[src/rtl/pp_accumulator.sv]
// Shift-and-add accumulator: sums WIDTH unshifted partial-product rows, each
// weighted by its row index, into a 2*WIDTH-bit unsigned product.
module pp_accumulator #(
    parameter int WIDTH = 32
) (
    input  logic                     clk,
    input  logic                     rst_n,
    input  logic                     start,
    input  logic                     clear,
    input  logic                     pp_valid,
    input  logic [WIDTH-1:0]         pp_data,
    output logic                     pp_ready,
    output logic [2*WIDTH-1:0]       prod,
    output logic                     prod_valid,
    input  logic                     prod_ready,
    output logic                     busy,
    output logic [$clog2(WIDTH)-1:0] row_cnt
);

    localparam int CW = $clog2(WIDTH);
    localparam logic [CW-1:0] LAST_ROW = CW'(WIDTH - 1);

    typedef enum logic [1:0] {
        IDLE  = 2'd0,
        ACCUM = 2'd1,
        DONE  = 2'd2
    } state_t;

    state_t               state_r;
    state_t               state_s;
    logic [2*WIDTH-1:0]   acc_r;
    logic [2*WIDTH-1:0]   acc_s;
    logic [2*WIDTH-1:0]   row_shifted_s;
    logic [CW-1:0]        cnt_r;
    logic [CW-1:0]        cnt_s;
    logic                 pp_ready_r;
    logic                 prod_valid_r;
    logic                 busy_r;

    // Weight the incoming row by its index before it is added.
    always_comb begin
        row_shifted_s = {{WIDTH{1'b0}}, pp_data} << cnt_r;
    end

    // Next-state, accumulator and row-counter logic; clear overrides everything.
    always_comb begin
        state_s = state_r;
        acc_s   = acc_r;
        cnt_s   = cnt_r;
        case (state_r)
            IDLE: begin
                if (start) begin
                    state_s = ACCUM;
                    acc_s   = '0;
                    cnt_s   = '0;
                end else begin
                    state_s = IDLE;
                end
            end
            ACCUM: begin
                if (pp_valid) begin
                    acc_s = acc_r + row_shifted_s;
                    if (cnt_r == LAST_ROW) begin
                        cnt_s   = '0;
                        state_s = DONE;
                    end else begin
                        cnt_s   = cnt_r + {{(CW-1){1'b0}}, 1'b1};
                        state_s = ACCUM;
                    end
                end else begin
                    state_s = ACCUM;
                end
            end
            DONE: begin
                if (prod_ready) begin
                    state_s = IDLE;
                end else begin
                    state_s = DONE;
                end
            end
            default: begin
                state_s = IDLE;
                acc_s   = '0;
                cnt_s   = '0;
            end
        endcase
        if (clear) begin
            state_s = IDLE;
            acc_s   = '0;
            cnt_s   = '0;
        end else begin
            state_s = state_s;
        end
    end

    // State registers; handshake flags are decoded from the next state so they
    // come straight out of flops yet line up with the state they describe.
    always_ff @(posedge clk or negedge rst_n) begin
        if (!rst_n) begin
            state_r      <= IDLE;
            acc_r        <= '0;
            cnt_r        <= '0;
            pp_ready_r   <= 1'b0;
            prod_valid_r <= 1'b0;
            busy_r       <= 1'b0;
        end else begin
            state_r      <= state_s;
            acc_r        <= acc_s;
            cnt_r        <= cnt_s;
            pp_ready_r   <= (state_s == ACCUM);
            prod_valid_r <= (state_s == DONE);
            busy_r       <= (state_s != IDLE);
        end
    end

    assign pp_ready   = pp_ready_r;
    assign prod_valid = prod_valid_r;
    assign busy       = busy_r;
    assign prod       = acc_r;
    assign row_cnt    = cnt_r;

endmodule

[config.mk]
export PLATFORM = sky130hd
export DESIGN_NAME = pp_accumulator
export DESIGN_NICKNAME = d
export VERILOG_FILES = /design/src/rtl/pp_accumulator.sv
export SDC_FILE = /design/constraint.sdc
export NUM_CORES = 1
export LEC_CHECK = 0
export ABC_AREA = 1
export BUFFER_PORTS_ARGS = -buffer_cell sky130_fd_sc_hd__buf_2
export CAP_MARGIN = 10
export CORE_UTILIZATION = 50
export CTS_BUF_LIST = sky130_fd_sc_hd__clkbuf_8
export DETAILED_ROUTE_END_ITERATION = 10
export PLACE_DENSITY = 0.66
export SKIP_LAST_GASP = 1
export SLEW_MARGIN = 20
export SYNTH_ARGS = -nofsm -noshare
export SYNTH_HDL_FRONTEND = slang
export SYNTH_SLANG_ARGS = --single-unit
[constraint.sdc]
create_clock -name clk -period 3.9 [get_ports clk]
set_clock_uncertainty 0.05 [all_clocks]
set_input_delay 0.585 -clock clk [delete_from_list [all_inputs] [get_ports clk]]
set_output_delay 0.585 -clock clk [all_outputs]
set_load 0.02 [all_outputs]
==> qor.txt, run 1 <==
===========================================================================================
Remaining antenna violation count                                                         0
Vias per cell                                                                         5.197
Path type of the worst min-delay path                                              in2async
CP Data Required Time                                                               4130 ps
TNS Setup                                                                              0 ps
Leak Pwr                                                                           7.249 nW
Crit path max-delay cell type                                                       dfrtp_2
# IOs                                                                                   110
DRC Markers                                                                               0
Period minus WS final                                                               3735 ps
Synth Register Bits                                                                      74
Average wire per standard cell                                                     16.90 um
Routed WL                                                                          40200 um
Top delay family on crit path                                                  compound AO/OA/AOI/OAI gates
Cell with the most instances on the worst path                                      nand2_1
Worst Tran Pin Value                                                               903.1 ps
Fmax                                                                             0.2677 GHz
Final weighted congestion in routability-driven placement                            0.9668
Die extent in x                                                                    148.5 um
Crit path kind                                                                      reg2reg
Total core area                                                                   21020 um2
Number of design-rule violations left by the first detailed-router iteration            912
Max-slew violation total from the final report                                            0
Sequential element share of the synthesized area                                     0.1726
DP Worst Slack                                                                    -6.779 ps
Number of maximum-capacitance constraint violations                                       0
Final worst setup slack                                                            164.9 ps
Count of standard-cell rows                                                              53
Die footprint                                                                     22050 um2
Clk Tree Root Cell                                                                 clkbuf_8
Fraction of the cycle the final worst path needs                                     0.9577
First-pass iteration count of the detailed router                                         7
Top library cells by usage in the layout, fill and taps aside                  nand2_1, inv_1, nor2_1
Setup repair after global routing missed its margin                                    true
Type of element capturing the critical path                                       flip-flop
Largest stage delay on the critical path                                             470 ps
Half-perimeter wire length of the detailed placement result                        33370 um
Total number of yosys warnings                                                            0
Synthesized Nets                                                                       2106
Slew margin rel.                                                                     0.3980
Number of vias in the routed layout                                                   12360
Largest net degree at the start of global routing                                        58
Arrival time at the worst endpoint                                                  3960 ps
Height of the chip                                                                 148.5 um
Fraction of the core area covered by cells at the end of the flow                    0.5625
Maximum fanout encountered on the critical timing path                                   17
Number of inserted diodes                                                                 0
Clock-pin transition on the worst setup and hold timing paths                        100 ps
Clock tree from TritonCTS                                                              done
Count of mapped cells out of synthesis                                                 2002
Fraction of final layout cells with drive strength greater than 1                    0.1198
Global-route wire length before repair                                             60890 um
Via count of the first global-routing pass                                            11140
Initial standard-cell utilization of the core                                        0.5104
CTS HTree Levels                                                                          3
P&R area growth vs syn                                                               10.19%
Fillers                                                                                2374
Critical Path Start Type                                                          flip-flop
Total power consumption of the routed design                                       2.453 mW
Power density relative to cell area                                            207.4 nW/um2
Number of nets in the final layout                                                     2202
Peak supply drop                                                                  0.1489 mV
Number of failing setup endpoints in the final timing report                              0
Fin. Hold Viols                                                                           0
Buf/Inv on CP                                                                             3
Netlist cell types                                                                       46
CTS max path bufs                                                                         2
Total number of clock tree sinks                                                         74
Port Buffer Count                                                                       109
Average cell area after synthesis                                                 5.360 um2
Antenna violations before repair                                                          1
Most frequent standard cell in the layout excluding fill and tap cells              nand2_1
CP Cell Sequence                                                               buf_4, or2_1, o21ai_1, nand2_1, o21ai_1, o21ai_1, o211ai_1, o21ai_1, ha_1, nand2_1, inv_1, nand2_1, nand2_1, a21oi_1, o21bai_1, inv_1, nand2_1, nand2_1, nand2_1, o21ai_1
Outcome                                                                        finished clean
Netlist area before placement                                                     10730 um2
Num CTS Buffers                                                                           9
Total track usage                                                                    0.3674
Later-pin clock latency in the skew report                                           400 ps
Total of hold buffers inserted after clock tree synthesis                                 0
Overflow left after global routing                                                        0
===========================================================================================
==> final cells by class <==
class	instances	area (um2)	area share
clock inverters	6	66.31	0.005608
inverters	369	1393	0.1178
flip-flops and latches	74	1854	0.1568
well taps	275	344.1	0.02910
multi-input cells	1506	7251	0.6132
clock buffers	10	137.6	0.01164
repair buffers	138	778.2	0.06582
==> where the power goes <==
part / switching, mW / total [mW] / internal, mW
Combinational: 0.662 / 0.937 / 0.275
Sequential: 0.0315 / 0.825 / 0.794
Clock: 0.376 / 0.691 / 0.315
Total: 1.07 / 2.45 / 1.38
==> cells by family (layout without fill, tap and decap cells) <==
family	after synthesis	count (layout)	share of synthesized area
DFF	74	74	0.1726
muxes	13	13	0.01213
and+or+nand+nor	1206	1206	0.4632
xor gates and xnor gates	3	3	0.002449
adders and majority gates	66	66	0.07766
AOI/OAI and AO/OA	218	218	0.1156
buffers and inverters	422	523	0.1565
==> per-layer routing <==
metal	up-vias	GRT usage	part of all wire	routed length, um
li1	6364	-	-	-
met1	5534	0.5042	0.46	18360
met2	397	0.5921	0.45	18190
met3	61	0.04479	0.063	2546
met4	2	0.1253	0.027	1090
met5	-	0	0.00030	12
==> final timing paths <==
path,slack (ps),start,endpoint,cells past startpoint
worst min-delay path,250,rst_n,prod[3]$_DFFE_PN0P_,1
worst min register to register,480,prod[14]$_DFFE_PN0P_,prod[14]$_DFFE_PN0P_,2
max in group asynchronous,2750,rst_n,prod[32]$_DFFE_PN0P_,2
worst max register to register,160,row_cnt[0]$_DFFE_PN0P_,prod[32]$_DFFE_PN0P_,20
worst max-delay path,160,row_cnt[0]$_DFFE_PN0P_,prod[32]$_DFFE_PN0P_,20
min in group clk,470,prod_ready,prod_valid$_DFF_PN0_,3
==> what timing repair did <==
action | in CTS | in global routing
gates resized for setup | 1 | 22
buffers inserted | 0 | 3
pin swaps | 0 | 3
setup endpoints to repair | 3 | 37
==> cells in the mapped netlist, drive strengths merged <==
cell / count / area (um2)
o22ai: 3 / 25.02
ha: 65 / 813.3
dfrtp: 74 / 1852
or2: 14 / 87.58
nand4: 10 / 62.56
o21a: 4 / 30.03
a21oi: 62 / 310.3
buf: 38 / 232.7
nor2: 146 / 590.6
clkinv: 2 / 7.510
xor2: 1 / 8.760
mux2i: 13 / 130.1
and2: 8 / 52.55
inv: 367 / 1383
nor4: 2 / 18.77
nand2: 869 / 3312
o31ai: 1 / 7.510
nand3: 131 / 695.7
o211ai: 12 / 90.09
clkbuf: 15 / 56.30
nor3: 26 / 150.2
a31oi: 5 / 31.28
o21ai: 121 / 654.4
a22o: 1 / 8.760
o21bai: 3 / 22.52
fa: 1 / 20.02
a32o: 6 / 60.06
xnor2: 2 / 17.52
==> sequential cells by signal, summed over array words and instances (netlist names) <==
signal	flops
state_r	2
pp_ready	1
prod	64
row_cnt	5
prod_valid	1
busy	1
==> through the flow <==
step	hold slack, ps	area, um2	instances
6_report	245.2	11820	2378
5_1_grt	286.5	11820	2378
4_1_cts	266.6	11750	2375
3_5_place_dp	452.6	11540	2359
3_3_place_gp	442.2	11540	2359
2_1_floorplan	239.4	10730	2002
(Power assumes the default switching activity.)
==> run 2, diff against run 1 <==
--- a/config.mk
+++ b/config.mk
@@ -12,6 +12,7 @@
 export CTS_BUF_LIST = sky130_fd_sc_hd__clkbuf_8
 export DETAILED_ROUTE_END_ITERATION = 10
 export PLACE_DENSITY = 0.66
+export RECOVER_POWER = 100
 export SKIP_LAST_GASP = 1
 export SLEW_MARGIN = 20
 export SYNTH_ARGS = -nofsm -noshare
==> qor.txt, run 2 (synthesis results as in run 1) <==
===========================================================================================
Outcome                                                                        finished with violations
Violated checks                                                                capacitance limit, slew limit
Power density relative to cell area                                            208.5 nW/um2
Crit path kind                                                                      reg2reg
Type of element capturing the critical path                                       flip-flop
Total of hold buffers inserted after clock tree synthesis                                 0
Vias per cell                                                                         5.216
Critical Path Start Type                                                          flip-flop
# IOs                                                                                   110
Overflow left after global routing                                                        0
P&R area growth vs syn                                                               9.305%
CTS max path bufs                                                                         2
Remaining antenna violation count                                                         0
Num CTS Buffers                                                                           9
Fmax                                                                             0.2683 GHz
Initial standard-cell utilization of the core                                        0.5104
Worst Tran Pin Value                                                                1759 ps
Leak Pwr                                                                           6.956 nW
Clk Tree Root Cell                                                                 clkbuf_8
Final worst setup slack                                                            173.0 ps
Peak supply drop                                                                  0.1511 mV
Number of nets in the final layout                                                     2202
Port Buffer Count                                                                       109
Die footprint                                                                     22050 um2
Clock tree from TritonCTS                                                              done
Setup repair after global routing missed its margin                                    true
Most frequent standard cell in the layout excluding fill and tap cells              nand2_1
Number of vias in the routed layout                                                   12400
DP Worst Slack                                                                    -6.779 ps
Area of combinational cells with multiple inputs                                   7246 um2
CP Data Required Time                                                               4140 ps
Arrival time at the worst endpoint                                                  3960 ps
Clock-pin transition on the worst setup and hold timing paths                        100 ps
Worst reg2reg setup slack                                                            170 ps
Fraction of the cycle the final worst path needs                                     0.9556
Via count of the first global-routing pass                                            11140
Largest register FFs                                                                     64
Number of design-rule violations left by the first detailed-router iteration            906
Number of failing setup endpoints in the final timing report                              0
CTS HTree Levels                                                                          3
Top library cells by usage in the layout, fill and taps aside                  nand2_1, inv_1, nor2_1
Maximum fanout encountered on the critical timing path                                   17
Later-pin clock latency in the skew report                                           410 ps
Fraction of final layout cells with drive strength greater than 1                   0.08654
Average wire per standard cell                                                     16.90 um
Height of the chip                                                                 148.5 um
Total power consumption of the routed design                                       2.446 mW
First-pass iteration count of the detailed router                                         5
Fin. Hold Viols                                                                           0
Largest net degree at the start of global routing                                        58
Period minus WS final                                                               3727 ps
Slew margin rel.                                                                    -0.1728
Fillers                                                                                2408
Finished Cell Area                                                                11730 um2
Die extent in x                                                                    148.5 um
Sequential cell area                                                               1854 um2
Max-slew violation total from the final report                                           58
Final weighted congestion in routability-driven placement                            0.9668
Number of maximum-capacitance constraint violations                                       1
TNS Setup                                                                              0 ps
DRC Markers                                                                               0
Total core area                                                                   21020 um2
Count of standard-cell rows                                                              53
Total track usage                                                                    0.3674
Path type of the worst min-delay path                                                in2reg
Antenna violations before repair                                                          0
Half-perimeter wire length of the detailed placement result                        33370 um
Post-place instance area                                                          11540 um2
Cell Count Post-Placement                                                              2359
Number of inserted diodes                                                                 0
Final std cells w/o fill                                                               2378
Routed WL                                                                          40190 um
Total number of clock tree sinks                                                         74
Global-route wire length before repair                                             60890 um
===========================================================================================
## run 2: cell count changes in the layout (fill, tap and decap cells not counted)
cell      before  now
clkbuf_1       0   68
buf_2        108   41
buf_4         29   27
nand2_1      849  851
nand2_2       20   18
clkbuf_2       0    1
o21ai_0       39   40
o21ai_1       67   66
## run 2: stage by stage
step	hold WS [ps]	utilization
floorplan	239.4	-
global placement	442.2	0.5491
detailed placement	452.6	0.5491
CTS	266.6	0.5588
global route	461.3	0.5579
finish	464.3	0.5579
## run 2: what timing repair did
| action | CTS | global route |
|---|---|---|
| hold endpoints to repair | 0 | 0 |
| pin swaps | 0 | 3 |
| setup buffers | 0 | 3 |
| resized for setup | 1 | 22 |
| endpoints found under the setup margin | 3 | 37 |
## run 2: path summary, 6_finish.rpt
| path | cells after the start | start | end |
|---|---|---|---|
| hold / removal | 3 | prod_ready | prod_valid$_DFF_PN0_ |
| min in group asynchronous | 1 | rst_n | prod[3]$_DFFE_PN0P_ |
| setup reg to reg | 21 | row_cnt[0]$_DFFE_PN0P_ | prod[27]$_DFFE_PN0P_ |
| hold reg to reg | 2 | prod[14]$_DFFE_PN0P_ | prod[14]$_DFFE_PN0P_ |
| max in group asynchronous | 2 | rst_n | prod[35]$_DFFE_PN0P_ |
| setup / recovery | 21 | row_cnt[0]$_DFFE_PN0P_ | prod[27]$_DFFE_PN0P_ |
## run 2: cell type report
cell class / instances / share of cell area
inverter: 369 / 0.1187
timing repair buffer: 138 / 0.05867
clock inverter: 6 / 0.005654
tap: 275 / 0.02934
sequential: 74 / 0.1581
clock buffer: 10 / 0.01173
multi-input combinational: 1506 / 0.6178
## run 2: power breakdown
part / internal (mW) / switching (mW) / leakage [nW]
Clock: 0.315 / 0.377 / 0.100
Sequential: 0.794 / 0.0322 / 1.02
Combinational: 0.267 / 0.662 / 5.84
## run 2: routing by layer
layer,track usage,up-vias,routed length [um]
met4,0.1253,0,1127
met1,0.5042,5574,18290
li1,-,6362,-
met2,0.5921,400,18220
met3,0.04479,67,2550
met5,0,-,0
## run 2: critical path: stages (launching register included)
cell     delay (ps)
dfrtp_2         470
buf_4           210
or2_1           230
o21ai_1         130
nand2_1          70
o21ai_1         180
o21ai_1         170
o21a_1          210
inv_1            50
nor2_1           50
ha_1            350
nand2_1         190
inv_1            60
nand2_1          60
nand2_1         150
inv_1           110
nand3_2         170
nand2_1         100
nand2_1         160
or2_2           310
nand3_1          70
nand2_1          50
==> run 3, diff against run 2 <==
--- a/config.mk
+++ b/config.mk
@@ -9,7 +9,6 @@
 export BUFFER_PORTS_ARGS = -buffer_cell sky130_fd_sc_hd__buf_2
 export CAP_MARGIN = 10
 export CORE_UTILIZATION = 50
-export CTS_BUF_LIST = sky130_fd_sc_hd__clkbuf_8
 export DETAILED_ROUTE_END_ITERATION = 10
 export PLACE_DENSITY = 0.66
 export RECOVER_POWER = 100
==> qor.txt, run 3 (synthesis results as in run 1) <==
===========================================================================================
Num CTS Buffers                                                                           9
Cell Count Post-Placement                                                              2359
Count of standard-cell rows                                                              53
CTS max path bufs                                                                         2
Met2 Wirelength                                                                    18060 um
Max-slew violation total from the final report                                           58
Vias per cell                                                                         5.216
Total power consumption of the routed design                                       2.679 mW
Die footprint                                                                     22050 um2
Final worst setup slack                                                            107.3 ps
Clk Tree Root Cell                                                                clkbuf_16
Clk network pwr share                                                                 0.344
Largest net degree at the start of global routing                                        58
Die extent in x                                                                    148.5 um
Final weighted congestion in routability-driven placement                            0.9668
Crit path max-delay cell type                                                       o21ai_0
Overflow left after global routing                                                        0
Type of element capturing the critical path                                       flip-flop
Clock tree from TritonCTS                                                              done
Violated checks                                                                capacitance limit, slew limit
Comb power frac                                                                       0.347
DP Worst Slack                                                                    -6.779 ps
Largest stage delay on the critical path                                             450 ps
Later-pin clock latency in the skew report                                           360 ps
Power density relative to cell area                                            225.8 nW/um2
CP Cell Sequence                                                               buf_4, nand2_1, nand3_1, o21ai_1, o21ai_0, mux2i_1, o21ai_1, ha_1, nand2_1, nor2_1, a21oi_1, o21bai_1, inv_1, nand2_1, nand2_1, nand2_1, o21ai_1
Leak Pwr                                                                           7.145 nW
CTS HTree Levels                                                                          3
Outcome                                                                        finished with violations
# IOs                                                                                   110
Internal power                                                                     1.581 mW
Clock-pin transition on the worst setup and hold timing paths                         60 ps
Fin. Hold Viols                                                                           0
Slew margin rel.                                                                    -0.1744
Port Buffer Count                                                                       109
Total of hold buffers inserted after clock tree synthesis                                 0
Antenna violations before repair                                                          0
TNS Setup                                                                              0 ps
DRC Markers                                                                               0
Number of failing setup endpoints in the final timing report                              0
Finished Cell Area                                                                11860 um2
Worst Tran Pin Value                                                                1762 ps
Routed metal-1 wirelength                                                          18230 um
Post-place instance area                                                          11540 um2
Switching part of the total                                                          0.4097
Fraction of the cycle the final worst path needs                                     0.9725
P&R area growth vs syn                                                               10.56%
Setup repair after global routing missed its margin                                    true
Maximum fanout encountered on the critical timing path                                   17
CP Data Required Time                                                               4100 ps
Crit path kind                                                                      reg2reg
Height of the chip                                                                 148.5 um
Number of vias in the routed layout                                                   12400
Critical Path Start Type                                                          flip-flop
Fraction of final layout cells with drive strength greater than 1                    0.1018
Fraction of the core area covered by cells at the end of the flow                    0.5644
Fmax                                                                             0.2637 GHz
Number of inserted diodes                                                                 0
Remaining antenna violation count                                                         0
Sequential Power Share                                                                0.308
Cell with the most instances on the worst path                                      nand2_1
First-pass iteration count of the detailed router                                         6
Routed WL                                                                          40210 um
Number of design-rule violations left by the first detailed-router iteration            949
Half-perimeter wire length of the detailed placement result                        33370 um
Final std cells w/o fill                                                               2378
Total track usage                                                                    0.3670
Path type of the worst min-delay path                                               reg2reg
Total core area                                                                   21020 um2
Top library cells by usage in the layout, fill and taps aside                  nand2_1, inv_1, nor2_1
Total number of clock tree sinks                                                         74
Detail Route met3 WL                                                                2625 um
Number of nets in the final layout                                                     2202
Worst hold slack                                                                   471.3 ps
Peak supply drop                                                                  0.1931 mV
Largest register FFs                                                                     64
Average wire per standard cell                                                     16.91 um
Via count of the first global-routing pass                                            11180
Period minus WS final                                                               3793 ps
Arrival time at the worst endpoint                                                  3990 ps
Switch Pwr                                                                         1.097 mW
Most frequent standard cell in the layout excluding fill and tap cells              nand2_1
Top Layer Used                                                                         met4
Number of maximum-capacitance constraint violations                                       1
Global-route wire length before repair                                             60890 um
Initial standard-cell utilization of the core                                        0.5104
===========================================================================================
==> run 3: layer usage <==
metal / global-route usage / vias to the layer above
met5: 0 / -
li1: - / 6354
met1: 0.5017 / 5577
met4: 0.1263 / 0
met3: 0.04908 / 70
met2: 0.5900 / 403
==> run 3: what timing repair did <==
action	in CTS	in global routing
setup buffers	0	3
pin swaps	0	4
setup endpoints to repair	4	37
gates resized for setup	1	18
==> run 3: power groups by stage <==
stage | Clock [mW] | Combinational [mW] | Sequential [mW]
6_report | 0.922 | 0.930 | 0.826
5_1_grt | 0.962 | 1.02 | 0.827
4_1_cts | 0.931 | 0.909 | 0.824
3_5_place_dp | 0 | 0.905 | 0.839
3_3_place_gp | 0 | 0.898 | 0.838
2_1_floorplan | 0 | 0.584 | 0.861
==> run 3: critical path: cells and delay by family (launching register included) <==
kind | cells | cell delay, ps
and+or+nand+nor | 7 | 630
buffers and inverters | 2 | 300
adders and majority gates | 1 | 350
DFF | 1 | 440
AOI/OAI and AO/OA | 6 | 1640
muxes | 1 | 260
==> run 3: area by class of cell <==
type	count	area (um2)
Sequential cell	74	1854
Inverter	369	1393
Clock inverter	5	62.56
Multi-Input combinational cell	1506	7237
Tap cell	275	344.1
Fill cell	2376	9158
Clock buffer	11	242.7
Timing Repair Buffer	138	730.7
==> run 3: final timing paths <==
| check | start | slack, ps | cells past startpoint | to |
|---|---|---|---|---|
| min in group asynchronous | rst_n | 640 | 1 | prod[3]$_DFFE_PN0P_ |
| hold / removal | prod[62]$_DFFE_PN0P_ | 470 | 2 | prod[62]$_DFFE_PN0P_ |
| hold reg to reg | prod[62]$_DFFE_PN0P_ | 470 | 2 | prod[62]$_DFFE_PN0P_ |
| max in group asynchronous | rst_n | 1480 | 2 | prod[32]$_DFFE_PN0P_ |
| setup / recovery | row_cnt[0]$_DFFE_PN0P_ | 110 | 17 | prod[32]$_DFFE_PN0P_ |
| setup reg to reg | row_cnt[0]$_DFFE_PN0P_ | 110 | 17 | prod[32]$_DFFE_PN0P_ |
